$ cat src/rtl/mmio_arbiter_if.sv
// Requester and device signal bundle for the shared MMIO peripheral bus.
// The arbiter takes the slave view; the requesters/devices side takes the master view.
interface mmio_arbiter_if;
    logic [1:0]        IN_req;
    logic [1:0]        IN_we;
    logic [1:0][29:0]  IN_addr;
    logic [1:0][3:0]   IN_wmask;
    logic [1:0][31:0]  IN_wdata;
    logic [1:0]        OUT_gnt;
    logic [1:0]        OUT_rvalid;
    logic [1:0]        OUT_rerr;
    logic [31:0]       OUT_rdata;
    logic [1:0]        OUT_devRe;
    logic [1:0]        OUT_devWe;
    logic [29:0]       OUT_devAddr;
    logic [3:0]        OUT_devWmask;
    logic [31:0]       OUT_devWdata;
    logic [1:0]        IN_devRbusy;
    logic [1:0]        IN_devRvalid;
    logic [1:0][31:0]  IN_devRdata;

    modport slave (
        input  IN_req, IN_we, IN_addr, IN_wmask, IN_wdata,
        input  IN_devRbusy, IN_devRvalid, IN_devRdata,
        output OUT_gnt, OUT_rvalid, OUT_rerr, OUT_rdata,
        output OUT_devRe, OUT_devWe, OUT_devAddr, OUT_devWmask, OUT_devWdata
    );

    modport master (
        output IN_req, IN_we, IN_addr, IN_wmask, IN_wdata,
        output IN_devRbusy, IN_devRvalid, IN_devRdata,
        input  OUT_gnt, OUT_rvalid, OUT_rerr, OUT_rdata,
        input  OUT_devRe, OUT_devWe, OUT_devAddr, OUT_devWmask, OUT_devWdata
    );
endinterface

$ cat src/rtl/mmio_arbiter.sv
// Round-robin arbiter/sequencer for two requesters sharing the timer and syscon
// register ports; single-word transfers with read-response timeout.
module mmio_arbiter #(
    parameter logic [31:0] DEV0_BASE = 32'h0200_0000,
    parameter logic [31:0] DEV0_MASK = 32'hFFFF_0000,
    parameter logic [31:0] DEV1_BASE = 32'hFF00_0000,
    parameter logic [31:0] DEV1_MASK = 32'hFFFF_FFF0,
    parameter int          TIMEOUT   = 64
) (
    input  logic          clk,
    input  logic          rst,
    mmio_arbiter_if.slave bus
);
    localparam logic [1:0] S_IDLE  = 2'd0;
    localparam logic [1:0] S_ISSUE = 2'd1;
    localparam logic [1:0] S_WAIT  = 2'd2;
    localparam logic [1:0] S_RESP  = 2'd3;
    localparam logic [7:0] TO_LAST = 8'(TIMEOUT - 1);

    logic [1:0]  r_state;
    logic        r_ptr;
    logic        r_id;
    logic        r_we;
    logic        r_map;
    logic        r_dev;
    logic [7:0]  r_cnt;
    logic [1:0]  r_gnt;
    logic [1:0]  r_rvalid;
    logic [1:0]  r_rerr;
    logic [31:0] r_rdata;
    logic [1:0]  r_devRe;
    logic [1:0]  r_devWe;
    logic [29:0] r_devAddr;
    logic [3:0]  r_devWmask;
    logic [31:0] r_devWdata;

    logic [1:0]  w_hit0;
    logic [1:0]  w_hit1;
    logic [1:0]  w_map;
    logic [1:0]  w_elig;
    logic        w_win;
    logic        w_tdev;

    // Device 0 takes priority on overlapping decode; unmapped targets never stall.
    always_comb begin
        for (int i = 0; i < 2; i++) begin
            w_hit0[i] = (({bus.IN_addr[i], 2'b00} & DEV0_MASK) == DEV0_BASE);
            w_hit1[i] = (({bus.IN_addr[i], 2'b00} & DEV1_MASK) == DEV1_BASE);
            w_map[i]  = w_hit0[i] | w_hit1[i];
            w_elig[i] = bus.IN_req[i] &
                        (~w_map[i] | ~(w_hit0[i] ? bus.IN_devRbusy[0] : bus.IN_devRbusy[1]));
        end
        w_win  = (&w_elig) ? r_ptr : w_elig[1];
        w_tdev = ~w_hit0[w_win];
    end

    always_ff @(posedge clk or posedge rst) begin
        if (rst) begin
            r_state    <= S_IDLE;
            r_ptr      <= 1'b0;
            r_id       <= 1'b0;
            r_we       <= 1'b0;
            r_map      <= 1'b0;
            r_dev      <= 1'b0;
            r_cnt      <= 8'd0;
            r_gnt      <= 2'b00;
            r_rvalid   <= 2'b00;
            r_rerr     <= 2'b00;
            r_rdata    <= 32'd0;
            r_devRe    <= 2'b00;
            r_devWe    <= 2'b00;
            r_devAddr  <= 30'd0;
            r_devWmask <= 4'd0;
            r_devWdata <= 32'd0;
        end else begin
            r_gnt      <= 2'b00;
            r_rvalid   <= 2'b00;
            r_rerr     <= 2'b00;
            r_rdata    <= 32'd0;
            r_devRe    <= 2'b00;
            r_devWe    <= 2'b00;
            r_devAddr  <= 30'd0;
            r_devWmask <= 4'd0;
            r_devWdata <= 32'd0;
            case (r_state)
                S_IDLE: begin
                    if (|w_elig) begin
                        r_id         <= w_win;
                        r_we         <= bus.IN_we[w_win];
                        r_map        <= w_map[w_win];
                        r_dev        <= w_tdev;
                        r_ptr        <= ~w_win;
                        r_gnt[w_win] <= 1'b1;
                        if (w_map[w_win]) begin
                            if (bus.IN_we[w_win]) r_devWe[w_tdev] <= 1'b1;
                            else                  r_devRe[w_tdev] <= 1'b1;
                        end
                        r_devAddr  <= bus.IN_addr[w_win];
                        r_devWmask <= bus.IN_wmask[w_win];
                        r_devWdata <= bus.IN_wdata[w_win];
                        r_state    <= S_ISSUE;
                    end
                end
                S_ISSUE: begin
                    if (r_we) begin
                        r_state <= S_IDLE;
                    end else if (r_map) begin
                        r_cnt   <= 8'd0;
                        r_state <= S_WAIT;
                    end else begin
                        r_rvalid[r_id] <= 1'b1;
                        r_rerr[r_id]   <= 1'b1;
                        r_state        <= S_RESP;
                    end
                end
                S_WAIT: begin
                    // Data arriving on the expiry cycle takes precedence over the error.
                    if (bus.IN_devRvalid[r_dev]) begin
                        r_rvalid[r_id] <= 1'b1;
                        r_rdata        <= bus.IN_devRdata[r_dev];
                        r_state        <= S_RESP;
                    end else if (r_cnt == TO_LAST) begin
                        r_rvalid[r_id] <= 1'b1;
                        r_rerr[r_id]   <= 1'b1;
                        r_state        <= S_RESP;
                    end else begin
                        r_cnt <= r_cnt + 8'd1;
                    end
                end
                S_RESP: begin
                    r_state <= S_IDLE;
                end
                default: begin
                    r_state <= S_IDLE;
                end
            endcase
        end
    end

    assign bus.OUT_gnt      = r_gnt;
    assign bus.OUT_rvalid   = r_rvalid;
    assign bus.OUT_rerr     = r_rerr;
    assign bus.OUT_rdata    = r_rdata;
    assign bus.OUT_devRe    = r_devRe;
    assign bus.OUT_devWe    = r_devWe;
    assign bus.OUT_devAddr  = r_devAddr;
    assign bus.OUT_devWmask = r_devWmask;
    assign bus.OUT_devWdata = r_devWdata;
endmodule

$ cat src/flat_wrapper.sv
// flat-port wrapper written by rule: the top's interface ports become plain ports
module mmio_arbiter_flat 
#(
    parameter logic [31:0] DEV0_BASE = 32'h0200_0000,
    parameter logic [31:0] DEV0_MASK = 32'hFFFF_0000,
    parameter logic [31:0] DEV1_BASE = 32'hFF00_0000,
    parameter logic [31:0] DEV1_MASK = 32'hFFFF_FFF0,
    parameter int          TIMEOUT   = 64
)
  (clk, rst, bus_IN_req, bus_IN_we, bus_IN_addr, bus_IN_wmask, bus_IN_wdata, bus_IN_devRbusy, bus_IN_devRvalid, bus_IN_devRdata, bus_OUT_gnt, bus_OUT_rvalid, bus_OUT_rerr, bus_OUT_rdata, bus_OUT_devRe, bus_OUT_devWe, bus_OUT_devAddr, bus_OUT_devWmask, bus_OUT_devWdata);
  mmio_arbiter_if bus_i ();
  input  logic clk;
  input  logic rst;
  input wire logic [$bits(bus_i.IN_req)-1:0] bus_IN_req;
  input wire logic [$bits(bus_i.IN_we)-1:0] bus_IN_we;
  input wire logic [$bits(bus_i.IN_addr)-1:0] bus_IN_addr;
  input wire logic [$bits(bus_i.IN_wmask)-1:0] bus_IN_wmask;
  input wire logic [$bits(bus_i.IN_wdata)-1:0] bus_IN_wdata;
  input wire logic [$bits(bus_i.IN_devRbusy)-1:0] bus_IN_devRbusy;
  input wire logic [$bits(bus_i.IN_devRvalid)-1:0] bus_IN_devRvalid;
  input wire logic [$bits(bus_i.IN_devRdata)-1:0] bus_IN_devRdata;
  output wire logic [$bits(bus_i.OUT_gnt)-1:0] bus_OUT_gnt;
  output wire logic [$bits(bus_i.OUT_rvalid)-1:0] bus_OUT_rvalid;
  output wire logic [$bits(bus_i.OUT_rerr)-1:0] bus_OUT_rerr;
  output wire logic [$bits(bus_i.OUT_rdata)-1:0] bus_OUT_rdata;
  output wire logic [$bits(bus_i.OUT_devRe)-1:0] bus_OUT_devRe;
  output wire logic [$bits(bus_i.OUT_devWe)-1:0] bus_OUT_devWe;
  output wire logic [$bits(bus_i.OUT_devAddr)-1:0] bus_OUT_devAddr;
  output wire logic [$bits(bus_i.OUT_devWmask)-1:0] bus_OUT_devWmask;
  output wire logic [$bits(bus_i.OUT_devWdata)-1:0] bus_OUT_devWdata;
  assign bus_i.IN_req = bus_IN_req;
  assign bus_i.IN_we = bus_IN_we;
  assign bus_i.IN_addr = bus_IN_addr;
  assign bus_i.IN_wmask = bus_IN_wmask;
  assign bus_i.IN_wdata = bus_IN_wdata;
  assign bus_i.IN_devRbusy = bus_IN_devRbusy;
  assign bus_i.IN_devRvalid = bus_IN_devRvalid;
  assign bus_i.IN_devRdata = bus_IN_devRdata;
  assign bus_OUT_gnt = bus_i.OUT_gnt;
  assign bus_OUT_rvalid = bus_i.OUT_rvalid;
  assign bus_OUT_rerr = bus_i.OUT_rerr;
  assign bus_OUT_rdata = bus_i.OUT_rdata;
  assign bus_OUT_devRe = bus_i.OUT_devRe;
  assign bus_OUT_devWe = bus_i.OUT_devWe;
  assign bus_OUT_devAddr = bus_i.OUT_devAddr;
  assign bus_OUT_devWmask = bus_i.OUT_devWmask;
  assign bus_OUT_devWdata = bus_i.OUT_devWdata;
  mmio_arbiter #(.DEV0_BASE(DEV0_BASE), .DEV0_MASK(DEV0_MASK), .DEV1_BASE(DEV1_BASE), .DEV1_MASK(DEV1_MASK), .TIMEOUT(TIMEOUT)) u_core (.clk(clk), .rst(rst), .bus(bus_i));
endmodule
$ cat config.mk
export PLATFORM = sky130hd
export DESIGN_NAME = mmio_arbiter_flat
export DESIGN_NICKNAME = d
export VERILOG_FILES = /design/src/rtl/mmio_arbiter_if.sv /design/src/rtl/mmio_arbiter.sv /design/src/flat_wrapper.sv
export SDC_FILE = /design/constraint.sdc
export NUM_CORES = 1
export LEC_CHECK = 0
export BUFFER_PORTS_ARGS = -buffer_cell sky130_fd_sc_hd__clkbuf_2
export CORE_AREA = 10 10 120 122
export DETAILED_ROUTE_END_ITERATION = 8
export DIE_AREA = 0 0 130 132
export PLACE_DENSITY = 0.85
export SYNTH_ARGS = -nofsm -noshare
export SYNTH_HDL_FRONTEND = slang
export SYNTH_SLANG_ARGS = --single-unit
$ cat constraint.sdc
create_clock -name clk -period 4.4 [get_ports clk]
set_input_delay 0.44 -clock clk [delete_from_list [all_inputs] [get_ports clk]]
set_output_delay 0.44 -clock clk [all_outputs]
set_load 0.02 [all_outputs]
==> out/metrics.csv, run 1 <==
metric,value,unit
status,finished clean,
Total Power,4.00,mW
Min-Delay Path Class,in2async,
Area Growth Syn to Fin,45.3,%
grt ovf,0,
final core utilization,0.614,
register area share after synthesis,0.611,
Hold Fails Final Rpt,0,
CTS-repair resized insts,0,
htree depth,4,
clk root buf,clkbuf_16,
worst skew pair latency,410,ps
Die Area,17200,sq um
async set-reset flop share out of synthesis,1.00,
GPL Wtd Cong,0.877,
Worst Path Max Fanout,36,
min Tclk post-route,2740,ps
unique cell type count in the Yosys netlist,41,
Mapped Nets,614,
DRC Markers,0,
Crit. End Element,register,
"flops & latches, synth",123,
switching part of the total power,0.326,
Vias/cell,5.12,
syn avg cell area,12.5,sq um
Clock power frac,0.342,
hpwl dp,14700,microns
Layout Skew,3.99,ps
final setup TNS,0,ps
first-pass GRT wire length,27400,microns
"EDFF count, synth",0,
TritonCTS clock tree,yes,
Setup Viol. Count Final,0,
Leak,4.21,nW
"Warnings, synthesis",0,
starting density of the core,0.423,
number of global-route vias before repair,4945,
fin nets,929,
RSZ-0062 raised after global routing,no,
worst vdd ir,0.000352,V
Post-CTS Hold Fix Bufs,0,
Internal Pwr Total,2.69,mW
initial antenna violation count,0,
CP required,4740,ps
Setup crit start kind,input port,
part of the cycle the worst path needs,0.622,
CTS buffer count,17,
drt initial violations,208,
Worst-path clk slew,50,ps
Vias,4498,
max cap viols,0,
max-slew violation count,0,
row count,40,
largest net degree at the start of global routing,69,
Die Wd,130,microns
IO buf count,313,
worst reg-to-reg path cell count,7,
Non-Filler Instances,878,
Clock Sinks,123,
Pwr per Cell Area,546,nW/um^2
DRT Pass-1 Iters,4,
GRT Util Overall,0.209,
Worst-Margin Slew,1160,ps
post-route antenna net violation count,0,
ratio of cells with drive above 1 in the final layout,0.492,
count of antenna diodes in the layout,0,
Switch Pwr,1.30,mW
Cells after Synth,404,
core area,11900,sq um
Sequential Power Share,0.364,
Logic pwr share,0.294,
FILL cells,1006,
Fmax,0.365,GHz
final wirelength,18000,microns
I/O pin cnt,314,
dpl cells,847,
Critical Path AT,3070,ps
clock tree buffer depth,2,
Post-Synthesis Cell Area,5030,sq um
die height,132,microns
Synth Flop Type,dfrtp_1,
total setup buffers inserted after CTS,0,
routed length per instance,20.5,microns
Worst slew margin,0.225,
kind of critical path,in2reg,
per-layer routing:
metal / share of wire / wire [microns] / GRT usage / vias up
li1: - / - / - / 2111
met1: 0.34 / 6130 / 0.204 / 2149
met2: 0.54 / 9670 / 0.380 / 209
met3: 0.10 / 1840 / 0.0833 / 29
met4: 0.019 / 334 / 0.0769 / 0
met5: 0 / 0 / 0 / -
path summary, 6_finish.rpt:
kind                                   start                         end  slack, ps
max                          bus_IN_addr[58]  u_core.bus.OUT_devWdata[6]       1660
min                                      rst    u_core.bus.OUT_rdata[21]         80
max reg2reg                u_core.r_state[0]  u_core.bus.OUT_devWdata[6]       2000
min reg2reg                  u_core.r_cnt[5]             u_core.r_cnt[5]        540
max in group asynchronous                rst    u_core.bus.OUT_rdata[14]       3390
min in group clk             bus_IN_addr[31]   u_core.bus.OUT_devAddr[1]        250
cells in the mapped netlist, drive strengths merged, types with 4 or more instances:
| library cell | n | area [sq um] |
|---|---|---|
| nand2 | 12 | 45.0 |
| inv | 13 | 48.8 |
| xor2 | 5 | 43.8 |
| nor2 | 49 | 186 |
| mux2i | 36 | 360 |
| or4 | 4 | 30.0 |
| o21ai | 8 | 58.8 |
| buf | 15 | 95.1 |
| ha | 4 | 50.1 |
| dfrtp | 123 | 3080 |
| a21oi | 6 | 33.8 |
| a22o | 66 | 578 |
| nand3 | 4 | 20.0 |
| nand4 | 5 | 31.3 |
| nor4 | 8 | 62.6 |
| nor3 | 9 | 45.0 |
| clkbuf | 7 | 26.3 |
power by group through the flow:
stage	clock network (mW)	registers (mW)	logic (mW)
6_report	1.37	1.45	1.18
5_1_grt	1.46	1.48	1.28
4_1_cts	1.39	1.45	1.19
3_5_place_dp	0	1.47	1.19
3_3_place_gp	0	1.46	1.17
2_1_floorplan	0	1.73	0.477
final cells by class:
class                           instances  area, sq um  area share
Sequential cell                       123         3080       0.421
Clock inverter                          7         87.6      0.0120
Tap cell                              147          184      0.0252
Multi-Input combinational cell        246         1790       0.245
Clock buffer                           24          502      0.0686
Inverter                               13         51.3     0.00702
Timing Repair Buffer                  318         1620       0.221
cell families after synthesis:
group                      after synthesis  share of synthesized area
AOI/OAI and AO/OA                       93                      0.155
xor gates and xnor gates                 5                    0.00870
adders and majority gates                4                    0.00994
buffers and inverters                   35                     0.0338
DFF                                    123                      0.611
muxes                                   39                     0.0783
and+or+nand+nor                        105                      0.103
cell usage in the layout (no fill, tap or decap), drive strengths merged:
cell type / synthesis / layout
a2111o: 1 / 1
a21oi: 6 / 6
a22o: 66 / 66
a22oi: 1 / 1
a31oi: 2 / 2
a32oi: 1 / 1
and2: 3 / 3
and3: 1 / 1
buf: 15 / 5
bufinv: 0 / 2
clkbuf: 7 / 337
clkinv: 0 / 4
clkinvlp: 0 / 1
dfrtp: 123 / 123
ha: 4 / 4
inv: 13 / 13
mux2: 3 / 3
mux2i: 36 / 36
nand2: 12 / 12
nand2b: 2 / 2
nand3: 4 / 4
nand4: 5 / 5
nand4b: 3 / 3
nor2: 49 / 49
nor2b: 2 / 2
nor3: 9 / 9
nor4: 8 / 8
o21a: 2 / 2
o21ai: 8 / 8
o22ai: 2 / 2
o31a: 1 / 1
o41a: 2 / 2
o41ai: 1 / 1
or3: 2 / 2
or4: 4 / 4
or4b: 1 / 1
xor2: 5 / 5
per-stage QoR:
step / hold WS [ps] / worst slack (ps) / instance area (sq um)
after detailed placement: 520 / 1260 / 6720
after CTS: 81.1 / 1700 / 7310
after global placement: 520 / 1290 / 6720
after floorplan: 487 / 689 / 5030
final: 77.8 / 1660 / 7310
after global routing: 114 / 1540 / 7310
critical path, stage by stage:
cell      delay, ps
clkbuf_2        120
nand4_1         110
or4b_1          520
o41a_1          420
o21a_1          220
o21ai_4         140
and2_2          640
buf_12          280
a22o_1          180
registers in the layout (all words and copies together) (netlist names), named ones only:
| register | count |
|---|---|
| u_core.bus.OUT_gnt | 2 |
| u_core.r_dev | 1 |
| u_core.bus.OUT_devRe | 2 |
| u_core.r_state | 1 |
| u_core.r_map | 1 |
| u_core.bus.OUT_rvalid | 2 |
| u_core.bus.OUT_rdata | 32 |
| u_core.bus.OUT_devWdata | 32 |
| u_core.bus.OUT_devWe | 2 |
| u_core.bus.OUT_rerr | 2 |
| u_core.bus.OUT_devAddr | 30 |
| u_core.r_we | 1 |
| u_core.r_ptr | 1 |
| u_core.bus.OUT_devWmask | 4 |
| u_core.r_id | 1 |
| u_core.r_cnt | 8 |
Power figures use the tool's default switching activity.
==> inputs of run 2 (changes only) <==
==> constraint.sdc (replaced) <==
create_clock -name clk -period 2.8 [get_ports clk]
set_input_delay 0.28 -clock clk [delete_from_list [all_inputs] [get_ports clk]]
set_output_delay 0.28 -clock clk [all_outputs]
set_load 0.02 [all_outputs]
==> run 2 against run 1 <==
Compared with the run above: flip-flop and latch count unchanged; sequential power increased by 57%; critical path depth unchanged; combinational power increased by 64%; hold slack got worse by 36 ps; critical path type unchanged; count of clock-buffer cells in the layout decreased by 3; die area unchanged; total power increased by 59%.
==> out/metrics.csv, run 2 (synthesized netlist as in run 1, its figures left out) <==
metric,value,unit,change
status,finished clean,,
total setup buffers inserted after CTS,0,,unchanged
Setup Viol. Count Final,0,,unchanged
Setup crit start kind,input port,,
row count,40,,unchanged
largest net degree at the start of global routing,58,,-16%
Pwr per Cell Area,858,nW/um^2,+57%
drt initial violations,296,,+42%
Die Area,17200,sq um,unchanged
cell breakdown of the critical path,clkbuf_2 > nand4_1 > or4b_1 > o41a_1 > o21a_1 > o21ai_4 > and2_2 > buf_12 > a22o_1,,
Vias,4510,,+0.27%
final core utilization,0.621,,+0.00714
Die Wd,130,microns,unchanged
FF-to-FF Start,u_core.r_cnt[0],,
worst skew pair latency,410,ps,about the same
clock tree buffer depth,2,,unchanged
RSZ-0062 raised after global routing,no,,
hpwl dp,15100,microns,+2.8%
count of antenna diodes in the layout,0,,unchanged
initial antenna violation count,0,,unchanged
Worst-path clk slew,60,ps,about the same
die height,132,microns,unchanged
reg2reg setup slack,570,ps,-1430 ps
core area,11900,sq um,unchanged
DRC Markers,0,,unchanged
crit-path max cell delay,520,ps,-120 ps
CTS-repair resized insts,0,,unchanged
min Tclk post-route,2250,ps,
Fmax,0.443,GHz,
Bufs and invs on worst path,2,,unchanged
IO buf count,313,,unchanged
I/O pin cnt,314,,unchanged
part of the cycle the worst path needs,0.805,,
GRT Util Overall,0.212,,+0.00309
starting density of the core,0.423,,unchanged
Crit. End Element,register,,
"most common cell after layout, fill and taps aside",clkbuf_2,,
kind of critical path,in2reg,,
grt ovf,0,,unchanged
most frequent cells in the layout,"313 x clkbuf_2, 122 x dfrtp_1, 66 x a22o_1",,
Leak,4.23,nW,+0.62%
final setup TNS,0,ps,unchanged
CP max stage cell,or4b_1,,
Worst-Margin Slew,891,ps,-271 ps
Hold Fails Final Rpt,0,,unchanged
number of global-route vias before repair,4926,,-0.38%
Post-CTS Hold Fix Bufs,0,,unchanged
Min-Delay Path Class,in2async,,
R2R Path End,u_core.r_cnt[7],,
Worst path depth,9,,unchanged
cell family with most CP delay,compound AO/OA/AOI/OAI gates,,
worst setup margin,545,ps,-1120 ps
max-slew violation count,0,,unchanged
ratio of cells with drive above 1 in the final layout,0.497,,+0.00481
CTS buffer count,17,,unchanged
routed length per instance,20.9,microns,+2.1%
Worst slew margin,0.404,,+0.180
CP required,3140,ps,-1600 ps
post-route antenna net violation count,0,,unchanged
GPL Wtd Cong,0.916,,+4.4%
worst vdd ir,0.000419,V,+19%
max cap viols,0,,unchanged
first-pass GRT wire length,27800,microns,+1.6%
Layout Skew,6.28,ps,+2.29 ps
TritonCTS clock tree,yes,,
Area Growth Syn to Fin,47.0,%,
Worst Path Max Fanout,35,,-2.8%
final wirelength,18500,microns,+2.7%
worst reg-to-reg path cell count,8,,+1
Critical Path AT,2600,ps,-470 ps
DRT Pass-1 Iters,4,,unchanged
Clock Sinks,123,,unchanged
clk root buf,clkbuf_16,,
Vias/cell,5.11,,-0.30%
worst slack at placement,150,ps,-1110 ps
fin nets,934,,+0.54%
htree depth,4,,unchanged
## run 2: cell count changes in the layout (fill, tap and decap cells not counted)
cell / change
buf_12: +4
clkinvlp_4: +3
clkbuf_8: -2
buf_4: +1
clkbuf_1: -1
clkinv_2: -1
clkinv_4: +1
inv_4: -1
inv_6: +1
## run 2: layout make-up
type	count	area, sq um
Fill cell	964	4510
Clock buffer	21	470
Timing Repair Buffer	323	1700
Inverter	13	52.6
Clock inverter	10	115
Sequential cell	123	3080
Multi-Input combinational cell	246	1790
Tap cell	147	184
## run 2: worst reg2reg max path: stages (launching register included)
cell and delay [ps]:
dfrtp_1 400, ha_1 210, inv_1 60, o41ai_1 590, a21oi_1 250, and3_1 270, nand3_1 100, xor2_1 150
nor2_1 60
## run 2: metrics by stage
| step | instance area, sq um | hold WS [ps] | power (mW) | std cells |
|---|---|---|---|---|
| final | 7400 | 41.6 | 6.35 | 883 |
| after global routing | 7400 | 75.4 | 6.66 | 883 |
| after CTS | 7400 | 61.8 | 6.40 | 883 |
| after detailed placement | 6810 | 499 | 4.24 | 852 |
| after global placement | 6810 | 488 | 4.20 | 852 |
| after floorplan | 5040 | 413 | 3.46 | 404 |
## run 2: power breakdown
| group | internal (mW) | switching (mW) |
|---|---|---|
| combinational | 0.716 | 1.22 |
| sequential | 2.14 | 0.135 |
| clock | 1.37 | 0.768 |
## run 2: routing by layer
metal / global-route usage / part of all wire / up-vias
met2: 0.374 / 0.53 / 188
li1: - / - / 2113
met4: 0.0956 / 0.029 / 0
met1: 0.221 / 0.36 / 2174
met3: 0.0676 / 0.081 / 35
met5: 0 / 0 / -
## run 2: worst max-delay path by stage
stage	slack, ps	start	end
floorplan	430	bus_IN_addr[2]	u_core.bus.OUT_devAddr[24]
global route	290	u_core.r_cnt[0]	u_core.r_cnt[5]
global placement	220	bus_IN_addr[57]	u_core.bus.OUT_devWdata[29]
CTS	580	bus_IN_addr[57]	u_core.bus.OUT_devWdata[14]
finish	550	bus_IN_addr[58]	u_core.bus.OUT_devWdata[14]
detailed placement	150	bus_IN_addr[57]	u_core.bus.OUT_devWdata[14]
==> inputs of run 3 (changes only) <==
--- a/config.mk
+++ b/config.mk
@@ -5,11 +5,12 @@
 export SDC_FILE = /design/constraint.sdc
 export NUM_CORES = 1
 export LEC_CHECK = 0
+export ABC_AREA = 1
 export BUFFER_PORTS_ARGS = -buffer_cell sky130_fd_sc_hd__clkbuf_2
-export CORE_AREA = 10 10 120 122
+export CORE_AREA = 10 10 128 130
 export DETAILED_ROUTE_END_ITERATION = 8
-export DIE_AREA = 0 0 130 132
-export PLACE_DENSITY = 0.85
+export DIE_AREA = 0 0 138 140
+export PLACE_DENSITY = 0.82
 export SYNTH_ARGS = -nofsm -noshare
 export SYNTH_HDL_FRONTEND = slang
 export SYNTH_SLANG_ARGS = --single-unit
==> constraint.sdc (replaced) <==
create_clock -name clk -period 1.8 [get_ports clk]
set_input_delay 0.18 -clock clk [delete_from_list [all_inputs] [get_ports clk]]
set_output_delay 0.18 -clock clk [all_outputs]
set_load 0.02 [all_outputs]
==> run 3 against run 2 <==
Compared with the run above: flip-flop and latch count is the same; sequential power rose by 60%; global-route usage rose by 3.3 points; critical path type is now reg2reg; largest cell class is now buffers; largest power group is now combinational logic.
==> out/metrics.csv, run 3 <==
metric,value,unit,change
drt initial violations,462,,+56%
Worst slew margin,0.631,,+0.227
post-route antenna net violation count,0,,unchanged
ratio of cells with drive above 1 in the final layout,0.354,,-0.144
FILL cells,926,,-3.9%
starting density of the core,0.397,,-0.0256
number of global-route vias before repair,7114,,+44%
Worst-path clk slew,60,ps,about the same
min Tclk post-route,1680,ps,
"most common cell after layout, fill and taps aside",nand2_1,,
Synth area leaders,"dfrtp_1 56%, nand2_1 22%, a21oi_1 3.6%, nor2_1 3.0%, inv_1 2.2%",,
Non-Filler Instances,1377,,+56%
Hold Slack,14.3,ps,-27.3 ps
core area,13800,sq um,+16%
I/O pin cnt,314,,unchanged
Cells after Synth,665,,+65%
initial antenna violation count,4,,+4
TritonCTS clock tree,yes,,
Fmax,0.596,GHz,
Leak,5.46,nW,+29%
"flops & latches, synth",123,,unchanged
post-synth top area share,0.563,,-0.0486
Synth Flop Type,dfrtp_1,,
most frequent cells after synthesis,"319 x nand2_1, 123 x dfrtp_1, 44 x nor2_1",,
Post-DP Area,7530,sq um,+11%
routed length per instance,17.6,microns,-16%
Mapped Nets,875,,+43%
unique cell type count in the Yosys netlist,29,,-29%
DRC Markers,0,,unchanged
Min-Delay Path Class,in2reg,,
hpwl dp,15600,microns,+3.4%
Vias/cell,4.80,,-6.1%
Setup Viol. Count Final,0,,unchanged
syn avg cell area,8.22,sq um,-34%
status,finished clean,,
hold depth,3,,
clock tree buffer depth,2,,unchanged
register area share after synthesis,0.563,,-0.0486
worst reg-to-reg path cell count,7,,-1
worst skew pair latency,410,ps,about the same
"EDFF count, synth",0,,unchanged
Critical Path AT,2020,ps,-580 ps
Area Growth Syn to Fin,78.2,%,
Vias,6605,,+46%
row count,43,,+7.5%
GRT Util Overall,0.244,,+0.0326
largest net degree at the start of global routing,51,,-12%
grt ovf,0,,unchanged
die height,140,microns,+6.1%
part of the cycle the worst path needs,0.932,,
max-slew violation count,0,,unchanged
htree depth,4,,unchanged
Worst Path Max Fanout,38,,+8.6%
IO buf count,313,,unchanged
first-pass GRT wire length,38100,microns,+37%
Worst-Margin Slew,552,ps,-340 ps
Die Wd,138,microns,+6.2%
top-count cell post-synth,nand2_1,,
final wirelength,24300,microns,+32%
Setup crit start kind,register,,
Layout Skew,11.8,ps,+5.50 ps
largest area contributor in the synthesized netlist,dfrtp_1,,
Die Area,19300,sq um,+13%
Crit. End Element,register,,
CP required,2140,ps,-1000 ps
most frequent cells in the layout,"319 x nand2_1, 313 x clkbuf_2, 159 x dlygate4sd3_1",,
Clock Sinks,123,,unchanged
max cap viols,0,,unchanged
"Warnings, synthesis",0,,unchanged
dpl cells,1180,,+38%
async set-reset flop share out of synthesis,1.00,,unchanged
final core utilization,0.708,,+0.0866
clk root buf,clkbuf_16,,
Post-Synthesis Cell Area,5470,sq um,+8.6%
Hold Fails Final Rpt,0,,unchanged
GPL Wtd Cong,0.880,,-3.9%
DRT Pass-1 Iters,7,,+3
kind of critical path,reg2reg,,
Pwr per Cell Area,1140,nW/um^2,+33%
worst vdd ir,0.000733,V,+75%
CTS buffer count,17,,unchanged
Total Power,11.2,mW,+76%
fin nets,1390,,+49%
Layout Cell Area excl Fill,9750,sq um,+32%
[run 3: worst max-delay path, cell delays in order (launching register included)]
cell	delay, ps
dfrtp_1	410
inv_1	150
ha_2	280
inv_1	90
nor2_4	230
buf_12	230
nand2_1	90
nand2_1	100
[run 3: layout make-up]
cell class	count	area [sq um]	area share
timing repair buffer	521	3600	0.369
sequential	123	3080	0.316
multi-input combinational	484	2140	0.220
clock buffer	26	499	0.0512
tap	180	225	0.0231
inverter	33	128	0.0131
clock inverter	6	61.3	0.00629
antenna	4	10.0	0.00103
[run 3: metal layers]
metal / vias up / routed length, microns / track usage
li1: 3104 / - / -
met1: 3088 / 8380 / 0.256
met2: 345 / 13000 / 0.448
met3: 68 / 1880 / 0.0659
met4: 0 / 1020 / 0.107
met5: - / 0 / 0
[run 3: per-stage QoR]
| step | setup TNS, ps | worst slack, ps |
|---|---|---|
| floorplan | 0 | 109 |
| global placement | -4240 | -91.2 |
| detailed placement | -7470 | -141 |
| CTS | 0 | 47.3 |
| global route | -22.8 | -14.5 |
| finish | 0 | 123 |
[run 3: path summary, 6_finish.rpt]
path	end	slack [ps]	from
max in group asynchronous	u_core.bus.OUT_devAddr[15]	820	rst
worst min-delay path	u_core.bus.OUT_rdata[3]	10	bus_IN_devRdata[35]
min in group asynchronous	u_core.bus.OUT_rdata[22]	400	rst
worst min register to register	u_core.bus.OUT_rerr[0]	490	u_core.r_id
worst max-delay path	u_core.bus.OUT_devWdata[5]	120	u_core.r_state[0]
worst max register to register	u_core.bus.OUT_devWdata[5]	120	u_core.r_state[0]
[run 3: power breakdown]
group | switching [mW] | internal (mW) | leakage (nW)
Clock | 1.19 | 2.04 | 0.274
Sequential | 0.245 | 3.39 | 1.65
Combinational | 2.80 | 1.49 | 3.53
Total | 4.23 | 6.92 | 5.46
[run 3: cells by family after synthesis]
group | count (synthesis) | share of synthesized area
adders and majority gates | 4 | 0.00915
xor gates and xnor gates | 4 | 0.00641
buffers and inverters | 58 | 0.0501
and+or+nand+nor | 419 | 0.314
DFF | 123 | 0.563
AOI/OAI and AO/OA | 57 | 0.0579
[run 3: repair_timing]
action,4_1_cts,5_1_grt
gates resized for setup,1,10
hold buffers,159,0
pin swaps,0,0
endpoints found under the hold margin,107,0
setup buffers,0,2
endpoints found under the setup margin,5,68
